## config.mk

```make
export PLATFORM = sky130hd
export DESIGN_NAME = vga_timing_gen
export DESIGN_NICKNAME = d
export VERILOG_FILES = /design/src/rtl/vga_timing_gen.sv
export SDC_FILE = /design/constraint.sdc
export NUM_CORES = 1
export LEC_CHECK = 0
export CORE_MARGIN = 2
export CORE_UTILIZATION = 53
export DETAILED_ROUTE_END_ITERATION = 10
export HOLD_SLACK_MARGIN = 0.05
export PLACE_DENSITY = 0.84
export SETUP_SLACK_MARGIN = 0.2
export SLEW_MARGIN = 20
export SYNTH_ARGS = -nofsm -noshare
export SYNTH_HDL_FRONTEND = slang
export SYNTH_SLANG_ARGS = --single-unit
export TNS_END_PERCENT = 10
```

## constraint.sdc

```tcl
create_clock -name VGA_CLK -period 4.2 [get_ports VGA_CLK]
set_input_delay 0.63 -clock VGA_CLK [delete_from_list [all_inputs] [get_ports VGA_CLK]]
set_output_delay 0.63 -clock VGA_CLK [all_outputs]
set_load 0.01 [all_outputs]
```

## src/rtl/vga_timing_gen.sv

```systemverilog
// rtl/vga_timing_gen.sv - 640x480@60 VGA raster timing: free-running X/Y counters,
// pipelined sync/blank, start-of-frame pulse and frame counter.
module vga_timing_gen #(
  parameter int H_SYNC  = 96,
  parameter int H_BACK  = 48,
  parameter int H_VIS   = 640,
  parameter int H_FRONT = 16,
  parameter int V_SYNC  = 2,
  parameter int V_BACK  = 33,
  parameter int V_VIS   = 480,
  parameter int V_FRONT = 10,
  parameter int PIPE    = 1
) (
  input  logic       VGA_CLK,
  input  logic       reset,
  output logic [9:0] VGA_X,
  output logic [9:0] VGA_Y,
  output logic       pixel_visible,
  output logic       VGA_HS,
  output logic       VGA_VS,
  output logic       VGA_BLANK_N,
  output logic       VGA_SYNC_N,
  output logic       frame_start,
  output logic [7:0] frame_count
);

  localparam int H_TOTAL = H_SYNC + H_BACK + H_VIS + H_FRONT;
  localparam int V_TOTAL = V_SYNC + V_BACK + V_VIS + V_FRONT;

  localparam logic [9:0] H_LAST     = 10'(H_TOTAL - 1);
  localparam logic [9:0] V_LAST     = 10'(V_TOTAL - 1);
  localparam logic [9:0] H_SYNC_END = 10'(H_SYNC);
  localparam logic [9:0] V_SYNC_END = 10'(V_SYNC);
  localparam logic [9:0] H_VIS_BEG  = 10'(H_SYNC + H_BACK);
  localparam logic [9:0] H_VIS_END  = 10'(H_SYNC + H_BACK + H_VIS);
  localparam logic [9:0] V_VIS_BEG  = 10'(V_SYNC + V_BACK);
  localparam logic [9:0] V_VIS_END  = 10'(V_SYNC + V_BACK + V_VIS);

  logic [9:0] r_x;
  logic [9:0] r_y;
  logic [7:0] r_frame_count;
  logic       r_frame_start;
  logic       r_post_reset;
  logic [2:0] r_pipe [PIPE];

  logic w_x_last;
  logic w_y_last;
  logic w_wrap;
  logic w_hs_raw;
  logic w_vs_raw;
  logic w_visible;

  assign w_x_last  = (r_x == H_LAST);
  assign w_y_last  = (r_y == V_LAST);
  assign w_wrap    = w_x_last && w_y_last;
  assign w_hs_raw  = !(r_x < H_SYNC_END);
  assign w_vs_raw  = !(r_y < V_SYNC_END);
  assign w_visible = (r_x >= H_VIS_BEG) && (r_x < H_VIS_END) &&
                     (r_y >= V_VIS_BEG) && (r_y < V_VIS_END);

  always_ff @(posedge VGA_CLK or posedge reset) begin
    if (reset) begin
      r_x <= '0;
      r_y <= '0;
    end else if (w_x_last) begin
      r_x <= '0;
      r_y <= w_y_last ? '0 : r_y + 10'd1;
    end else begin
      r_x <= r_x + 10'd1;
    end
  end

  // r_post_reset covers the (0,0) cycle right after release, which no clock edge precedes.
  always_ff @(posedge VGA_CLK or posedge reset) begin
    if (reset) begin
      r_frame_count <= '0;
      r_frame_start <= 1'b0;
      r_post_reset  <= 1'b1;
    end else begin
      r_frame_count <= r_frame_count + {7'd0, w_wrap};
      r_frame_start <= w_wrap;
      r_post_reset  <= 1'b0;
    end
  end

  // Stage bits are {hs, vs, blank_n}; reset value is the idle {1, 1, 0}.
  always_ff @(posedge VGA_CLK or posedge reset) begin
    if (reset) begin
      for (int i = 0; i < PIPE; i++) r_pipe[i] <= 3'b110;
    end else begin
      r_pipe[0] <= {w_hs_raw, w_vs_raw, w_visible};
      for (int i = 1; i < PIPE; i++) r_pipe[i] <= r_pipe[i-1];
    end
  end

  always @(posedge VGA_CLK) begin
    assert (H_TOTAL <= 1023 && V_TOTAL <= 1023 && PIPE >= 1 && PIPE <= 4)
      else $error("vga_timing_gen: illegal timing parameters");
  end

  assign VGA_X         = r_x;
  assign VGA_Y         = r_y;
  assign pixel_visible = w_visible;
  assign VGA_HS        = r_pipe[PIPE-1][2];
  assign VGA_VS        = r_pipe[PIPE-1][1];
  assign VGA_BLANK_N   = r_pipe[PIPE-1][0];
  assign VGA_SYNC_N    = 1'b0;
  assign frame_start   = r_frame_start | (r_post_reset & ~reset);
  assign frame_count   = r_frame_count;

endmodule

```

# Word level (Yosys, flattened, before mapping)
# Cells that the tools add are included.
[op_classes]
addsub = 3
n_mul = 0
div = 0
order_cmp = 6
n_eq_ne = 2
n_shift = 0
muxes = 2
bitwise = 3
n_reduce_logical = 6
[ops]
columns = ["op", "n"]
rows = [
  ["$add 10x1->10 const B", 2],
  ["$eq 10x10->1 const B", 2],
  ["$lt 10x10->1 const B", 2],
  ["$mux 10", 2],
  ["$ge 10x6->1 const B", 1],
  ["$ge 10x8->1 const B", 1],
  ["$lt 10x2->1 const B", 1],
  ["$lt 10x7->1 const B", 1],
  ["$add 8x1->8", 1],
  ["$logic_and 1x1->1", 4],
  ["$logic_not 1->1", 2],
  ["$and 1x1->1", 1],
  ["$not 1->1", 1],
  ["$or 1x1->1", 1],
]
[totals]
ff_bits = 33
latchBits = 0
ram_bits = 0
rom_bits = 0
in_bits = 2
out_inout_bits = 34
elab_cells = 28
memories = 0

# Longest topological paths before layout
# Gate-level depths: netlist of the first run.
[logic_depth]
depth_word = 4
depth_mapped = 10
mapped_depth_nobuf = 9

# Worst setup path after synthesis of the first run
# OpenSTA, ideal clock, no wires.
[synth_path]
kind = "flip-flop to flip-flop"
from = "register r_y[6], in the netlist VGA_Y[6]"
to = "register r_frame_count[5], in the netlist frame_count[5]"
setup_ns = 0.125
arrival_ns = 2.150
required_ns = 4.075
setup_slack_ns = 1.925
path_stages_with_launch = 9
n_path_buf = 1
synth_period_minus_slack_ns = 2.275
cell_sequence = "dfrtp_1 -> or3_1 -> or4_4 -> buf_6 -> nor2_1 -> ha_1 -> and3_1 -> nand3_1 -> xnor2_1"
[synth_between]
elab_chain_len = 3
[synth_lines]
columns = ["item", "line_no", "source"]
rows = [
  ["start, declared", "40", "logic [9:0] r_y;"],
  ["start signal, assigned", "67", "r_y <= w_y_last ? '0 : r_y + 10'd1;"],
  ["$eq 10x10->1", "54", "assign w_y_last = (r_y == V_LAST);"],
  ["$logic_and 1x1->1", "55", "assign w_wrap = w_x_last && w_y_last;"],
  ["net w_wrap", "48", "logic w_wrap;"],
  ["$add 8x1->8", "80", "r_frame_count <= r_frame_count + {7'd0, w_wrap};"],
  ["end signal, assigned", "80", ""],
  ["end, declared", "41", "logic [7:0] r_frame_count;"],
]
# The timed path passes the listed nets, and every way through them passes these cells.
# A chain may end at the register's enable or synchronous reset.

# Final worst setup path of the first run
[layout_path]
from = "register r_y[0], in the netlist VGA_Y[0]"
to = "output port pixel_visible"
[layout_between]
elab_chain_len = 3
word_cells_on_any_way = 4
classes_between = "2 x order compare; 2 x reduce/logical"
[layout_lines]
columns = ["item", "line_no", "source"]
rows = [
  ["$ge 10x6->1", "59", "(r_y >= V_VIS_BEG) && (r_y < V_VIS_END);"],
  ["$logic_and 1x1->1", "58", "assign w_visible = (r_x >= H_VIS_BEG) && (r_x < H_VIS_END) &&"],
  ["$logic_and 1x1->1 (*)", "59", ""],
  ["end, declared", "18", "output logic pixel_visible,"],
]
# Mark *: on every way between the ends. The rest lies on a longest branch, timed or not.

==> impl_metrics.csv, run 1 <==
group,metric,value,unit
run_status,outcome,"complete, but fails checks",
run_status,failed_checks,"design-rule violations",
power,cellInternalPower,0.4001,mW
route,viasPerCell,5.721,
yosys,ys_warn_count,0,
die,core_region_area,0.002805,mm²
finish,final_core_util,70.96,%
timing,setup_viol,0,
clock_network,root_buffer,"sky130_fd_sc_hd__clkbuf_4",
power,vdd_drop_max,183.1,µV
die,start_util,56.78,%
route,route.antenna.remaining_nets,0,
place,place_congestion,0.8866,
finish,final_layout_size_suffix_gt1_share,7.609,%
job,timing.max_cap.violations,0,
global_routing,grtUsageTotal,22.29,%
place,io_buffer_count,34,
place,pre_cts_ws,1.558,ns
power,static-leakage-power,0.9023,nW
route,dr.pass1.iters,7,
route,wirelength,3.379,mm
clock_network,clk_pin_slew,0.10,ns
timing,setup_tns,0,ns
worst_setup_path,worst-endpoint-arrival,2.40,ns
yosys,synthCells,150,
power,p_clk_share,35.6,%
timing,skew,0.01004,ns
timing,maxClockFrequency,330.3,MHz
yosys,synth-edff-count,0,
route,drt_iter0_markers,61,
clock_network,cts_post_setup_buffers_inserted,0,
clock_network,post_cts.resized_instances,0,
global_routing,congestion_overflow_gr,0,
global_routing,grt_first_pass_wirelength,5.754,mm
yosys,synth_flop_cell,"sky130_fd_sc_hd__dfrtp_1",
yosys,seq_area_frac_synth,52.08,%
route,drc_errors,3,
global_routing,grt_antenna_before_repair,0,
route,via_count,1230,
die,die_y,58.82,µm
yosys,synthDominantAreaCellType,"sky130_fd_sc_hd__dfrtp_1",
route,routed_wire_length_per_instance,15.72,µm
yosys,syn_avg_cell_area,10.62,µm²
global_routing,grt_max_degree,34,
timing,rsz0062_at_grt,"no",
global_routing,vias_in_the_first_global_route,1246,
die,placementRows,19,
finish,fin_nets,192,
die,die-width,58.82,µm
yosys,synth_cell_type_count,42,
clock_network,tritoncts.num_buffers,5,
timing,final_period_minus_worst_setup_slack,3.027,ns
yosys,synth-async-reset-ratio,100.0,%
power,netSwitchingFraction,21.62,%
clock_network,numClockSinks,33,
worst_setup_path,slowest_delay,0.60,ns
finish,diodes,0,
power,seq_power_share,62.4,%
yosys,synth_top_area_share,47.13,%
timing,maxSlewViolCount,0,
worst_setup_path,series_of_cell_instances_along_the_critical_path,"ha_1 > nor4_1 > a31oi_1 > a311oi_1 > clkdlybuf4s50_1",
die,ioPinCount,36,
clock_network,worst_skew_pair.late_latency,0.33,ns
clock_network,ctsHtreeMaxLevel,2,
worst_setup_path,setup.worst_path.start_class,"flop",
worst_setup_path,timing.critical_path.to_type,"output port",
timing,worst_slack,1.173,ns
place,post-dp-hpwl,2.466,mm
yosys,yosys.cell_count.top_type,"sky130_fd_sc_hd__dfrtp_1",
die,die_area,0.003460,mm²
clock_network,cts_max_path_buffers,2,
worst_setup_path,critical_path_peak_fanout,5,
yosys,syn-cell-area,0.001593,mm²
power,power.switching,0.1103,mW
timing,timing_hold_violations_final,0,
worst_setup_path,critical_path.slowest_cell,"sky130_fd_sc_hd__clkdlybuf4s50_1",
power,combinationalPowerShare,1.9,%
yosys,synth.cells.most_frequent,"sky130_fd_sc_hd__dfrtp_1 (30), sky130_fd_sc_hd__nand3_1 (15), sky130_fd_sc_hd__nand2_1 (8), sky130_fd_sc_hd__xnor2_1 (8), sky130_fd_sc_hd__xor2_1 (8)",
worst_setup_path,worstSetupPathType,"flop to output port",
worst_hold_path,worstHoldPathType,"flop to flop",
power,powerDensity,256.4,mW/mm²
finish,area_growth,24.98,%
yosys,synth.area.top_cells,"sky130_fd_sc_hd__dfrtp_1 (47%), sky130_fd_sc_hd__dfstp_2 (4.9%), sky130_fd_sc_hd__ha_1 (4.7%)",
clock_network,tritoncts,"built",
yosys,number_of_flip_flops_and_latches_in_the_synthesized_netlist,33,
worst_setup_path,critPathRequiredTime,3.57,ns
clock_network,cts_hold_buffers,0,
timing,final.period_utilization,72.08,%
-- power groups by stage --
stage               clock [mW]  sequential, mW  combinational (mW)
global route             0.196           0.319              0.0118
floorplan                    0           0.325             0.00665
finish                   0.182           0.319             0.00994
detailed placement           0           0.325              0.0106
CTS                      0.183           0.319              0.0106
global placement             0           0.325              0.0102
-- registers in the layout, summed over array words and instances (netlist names) --
register       count
VGA_X             10
r_post_reset       1
r_frame_start      1
r_pipe             3
VGA_Y             10
frame_count        8
-- critical path, delay by kind of cell, from the launching register on --
family / cells / cell delay (ns)
buffers and inverters: 1 / 0.60
AOI/OAI and AO/OA: 2 / 0.46
DFF: 1 / 0.45
adders and majority gates: 1 / 0.25
and+or+nand+nor: 1 / 0.29
-- per-layer routing --
layer	track usage (%)	wire, µm	vias up
met3	6.154	163	6
met5	0	0	-
met4	9.091	61	0
met1	26.83	1473	596
li1	-	-	594
met2	37.62	1681	34
-- per-stage QoR --
step           cells  total power [mW]  hold slack (ns)  area (µm²)
2_1_floorplan    151            0.3313           0.5075        1597
3_3_place_gp     208            0.3349           0.4638        1936
3_5_place_dp     208            0.3353           0.4625        1936
4_1_cts          215            0.5127           0.4787        1991
5_1_grt          215            0.5268           0.5131        1991
6_report         215            0.5104           0.4724        1991
-- worst paths after layout --
kind | slack [ns] | endpoint | cells after the start | start
worst max-delay path | 1.17 | pixel_visible | 5 | VGA_Y[0]$_DFFE_PP0N_
worst min-delay path | 0.47 | frame_count[7]$_DFF_PP0_ | 1 | frame_count[7]$_DFF_PP0_
worst max register to register | 1.80 | frame_count[4]$_DFF_PP0_ | 7 | VGA_Y[6]$_DFFE_PP0N_
worst min register to register | 0.47 | frame_count[7]$_DFF_PP0_ | 1 | frame_count[7]$_DFF_PP0_
max in group asynchronous | 3.14 | r_post_reset$_DFF_PP1_ | 3 | reset
min in group asynchronous | 0.74 | VGA_Y[2]$_DFFE_PP0N_ | 3 | reset
-- logic make-up (layout without fill, tap and decap cells) --
logic type,Yosys count,count (layout),synth area share [%]
and+or+nand+nor,63,63,22.62
DFF,33,33,52.08
xor gates and xnor gates,16,16,8.798
AOI/OAI and AO/OA,15,15,6.521
buffers and inverters,15,48,4.399
adders and majority gates,6,6,4.713
other,1,2,0.2354
muxes,1,1,0.6285
-- layout make-up --
| type | instances | area, µm² |
|---|---|---|
| flip-flops and latches | 33 | 829.5 |
| fillers | 224 | 814.5 |
| multi-input cells | 103 | 696.9 |
| repair buffers | 35 | 347.8 |
| clock buffers | 7 | 55.05 |
| well taps | 31 | 38.79 |
| inverters | 6 | 22.52 |
-- cell usage in the layout (no fill, tap or decap), types with 2 or more instances in the layout --
master	instances
sky130_fd_sc_hd__a31oi_1	2
sky130_fd_sc_hd__and2_1	3
sky130_fd_sc_hd__and3_1	4
sky130_fd_sc_hd__and4_1	2
sky130_fd_sc_hd__clkbuf_4	5
sky130_fd_sc_hd__clkdlybuf4s50_1	34
sky130_fd_sc_hd__conb_1	2
sky130_fd_sc_hd__dfrtp_1	30
sky130_fd_sc_hd__dfstp_2	3
sky130_fd_sc_hd__ha_1	6
sky130_fd_sc_hd__inv_1	6
sky130_fd_sc_hd__nand2_1	8
sky130_fd_sc_hd__nand3_1	15
sky130_fd_sc_hd__nand4_1	4
sky130_fd_sc_hd__nor2_1	7
sky130_fd_sc_hd__nor2b_1	2
sky130_fd_sc_hd__nor3_1	5
sky130_fd_sc_hd__nor4_1	2
sky130_fd_sc_hd__o21ai_0	2
sky130_fd_sc_hd__o21ai_1	2
sky130_fd_sc_hd__o22ai_1	2
sky130_fd_sc_hd__or3_1	2
sky130_fd_sc_hd__or4_1	3
sky130_fd_sc_hd__xnor2_1	8
sky130_fd_sc_hd__xor2_1	8
(Power assumes the default switching activity.)
==> inputs of run 2 (changes only) <==
CORE_UTILIZATION = 49   (was 53)
PLACE_DENSITY = 0.78   (was 0.84)
clock period = 3.15 ns   (was 4.2 ns; I/O delays follow)
==> impl_metrics.csv, run 2 (synthesis gave the netlist of run 1 again) <==
group,metric,value,unit
timing,worst_slack,0.3769,ns
finish,final_layout_size_suffix_gt1_share,9.730,%
timing,timing_hold_violations_final,0,
place,place_congestion,0.8173,
route,via_count,1225,
clock_network,root_buffer,"sky130_fd_sc_hd__clkbuf_4",
clock_network,tritoncts,"built",
die,start_util,51.75,%
timing,timing.hold.ws,0.4833,ns
run_status,outcome,"complete, no violations",
clock_network,worst_skew_pair.late_latency,0.34,ns
worst_hold_path,worstHoldPathType,"flop to flop",
worst_setup_path,worst_reg2reg_path_endpoint,"frame_count[5]$_DFF_PP0_",
die,placementRows,20,
clock_network,clk_pin_slew,0.10,ns
finish,fin_nets,192,
clock_network,ctsHtreeMaxLevel,2,
timing,final_period_minus_worst_setup_slack,2.773,ns
power,vdd_drop_max,291.3,µV
route,viasPerCell,5.349,
power,combinationalPowerShare,1.9,%
power,p_clk_share,38.1,%
power,powerDensity,348.1,mW/mm²
route,routed_wire_length_per_instance,13.95,µm
global_routing,grt_first_pass_wirelength,5.326,mm
finish,diodes,0,
finish,area_growth,27.73,%
timing,final.period_utilization,88.03,%
global_routing,grt_antenna_before_repair,0,
clock_network,cts_max_path_buffers,2,
worst_hold_path,worst_hold_startpoint,"frame_count[7]$_DFF_PP0_",
route,route.antenna.remaining_nets,0,
die,core_region_area,0.003078,mm²
die,ioPinCount,36,
worst_setup_path,regToRegSetupSlack,0.70,ns
job,timing.max_cap.violations,0,
power,power.switching,0.1509,mW
clock_network,cts_hold_buffers,0,
timing,skew,0.006933,ns
timing,maxSlewViolCount,0,
timing,setup_viol,0,
worst_setup_path,worst-endpoint-arrival,2.30,ns
timing,maxClockFrequency,360.6,MHz
clock_network,numClockSinks,33,
route,dr.pass1.iters,4,
power,netSwitchingFraction,21.31,%
worst_hold_path,hold-path-cell-count,1,
clock_network,tritoncts.num_buffers,5,
power,seq_power_share,60.0,%
die,die_area,0.003723,mm²
worst_setup_path,critPathRequiredTime,2.68,ns
finish,layout_common_cells,"sky130_fd_sc_hd__clkdlybuf4s50_1 (34), sky130_fd_sc_hd__dfrtp_1 (30), sky130_fd_sc_hd__nand3_1 (15)",
place,pre_cts_ws,0.6963,ns
worst_setup_path,timing.critical_path.to_type,"output port",
global_routing,grt_max_degree,34,
power,static-leakage-power,0.9139,nW
global_routing,grtUsageTotal,19.88,%
worst_setup_path,setup.worst_path.start_class,"flop",
worst_setup_path,r2r_cells,7,
route,drc_errors,0,
timing,setup_tns,0,ns
die,die_y,61.02,µm
die,die-width,61.02,µm
worst_setup_path,r2r_start,"VGA_Y[6]$_DFFE_PP0N_",
worst_hold_path,min_delay_worst_endpoint,"frame_count[7]$_DFF_PP0_",
timing,rsz0062_at_grt,"no",
power,cellInternalPower,0.5574,mW
route,wirelength,3.194,mm
global_routing,vias_in_the_first_global_route,1198,
finish,leading_cell_type_in_the_layout_fill_and_taps_excluded,"sky130_fd_sc_hd__clkdlybuf4s50_1",
worst_setup_path,worstSetupPathType,"flop to output port",
global_routing,congestion_overflow_gr,0,
place,io_buffer_count,34,
place,post-dp-hpwl,2.303,mm
route,drt_iter0_markers,68,
worst_setup_path,critical_path_peak_fanout,6,
run 2: cell types whose count changed in the layout (fill, tap and decap cells not counted), sizes merged:
cell / previous run / this run
clkinv: 0 / 1
run 2: worst max path at each step:
stage / slack, ns / from / end / cells past startpoint
after floorplan: 0.87 / VGA_Y[6]$_DFFE_PP0N_ / frame_count[5]$_DFF_PP0_ / 8
after global placement: 0.74 / VGA_Y[6]$_DFFE_PP0N_ / pixel_visible / 5
after detailed placement: 0.70 / VGA_Y[6]$_DFFE_PP0N_ / pixel_visible / 5
after CTS: 0.29 / VGA_Y[6]$_DFFE_PP0N_ / pixel_visible / 5
after global routing: 0.22 / VGA_Y[6]$_DFFE_PP0N_ / pixel_visible / 5
final: 0.38 / VGA_Y[6]$_DFFE_PP0N_ / pixel_visible / 5
run 2: layout make-up:
class,count,area [µm²]
Tap cell,44,55.05
Fill cell,264,1044
Timing Repair Buffer,35,347.8
Inverter,6,22.52
Sequential cell,33,829.5
Clock buffer,7,65.06
Clock inverter,1,5.005
Multi-Input combinational cell,103,709.4
run 2: metrics by stage:
step	area, µm²	util, %	cells	power, mW
6_report	2034	66.10	229	0.7083
2_1_floorplan	1597	-	151	0.4418
5_1_grt	2034	66.10	229	0.7364
3_5_place_dp	1952	63.41	221	0.4471
4_1_cts	2022	65.69	229	0.7195
3_3_place_gp	1952	63.41	221	0.4468
run 2: worst max-delay path: stages, from the launching register on:
cell                              delay [ns]
sky130_fd_sc_hd__dfrtp_1                0.46
sky130_fd_sc_hd__or3_1                  0.41
sky130_fd_sc_hd__nor2_1                 0.14
sky130_fd_sc_hd__a31oi_1                0.11
sky130_fd_sc_hd__a311oi_2               0.25
sky130_fd_sc_hd__clkdlybuf4s50_1        0.59
run 2: what timing repair did:
action	CTS	global route
gates resized for setup	0	2
buffers inserted	0	0
setup endpoints to repair	0	1
run 2: per-layer routing:
metal / wire length [µm] / global-route usage [%] / share of wire (%)
met1: 1469 / 25.62 / 46
met2: 1537 / 31.34 / 48
met3: 123 / 4.412 / 3.9
met4: 64 / 10.87 / 2.0
met5: 0 / 0 / 0
run 2: power by group through the flow:
stage          sequential (mW)  combinational [mW]  clock, mW
2_1_floorplan            0.433             0.00887          0
3_3_place_gp             0.433              0.0138          0
3_5_place_dp             0.433              0.0141          0
4_1_cts                  0.425              0.0142      0.281
5_1_grt                  0.425              0.0156      0.296
6_report                 0.425              0.0134      0.270
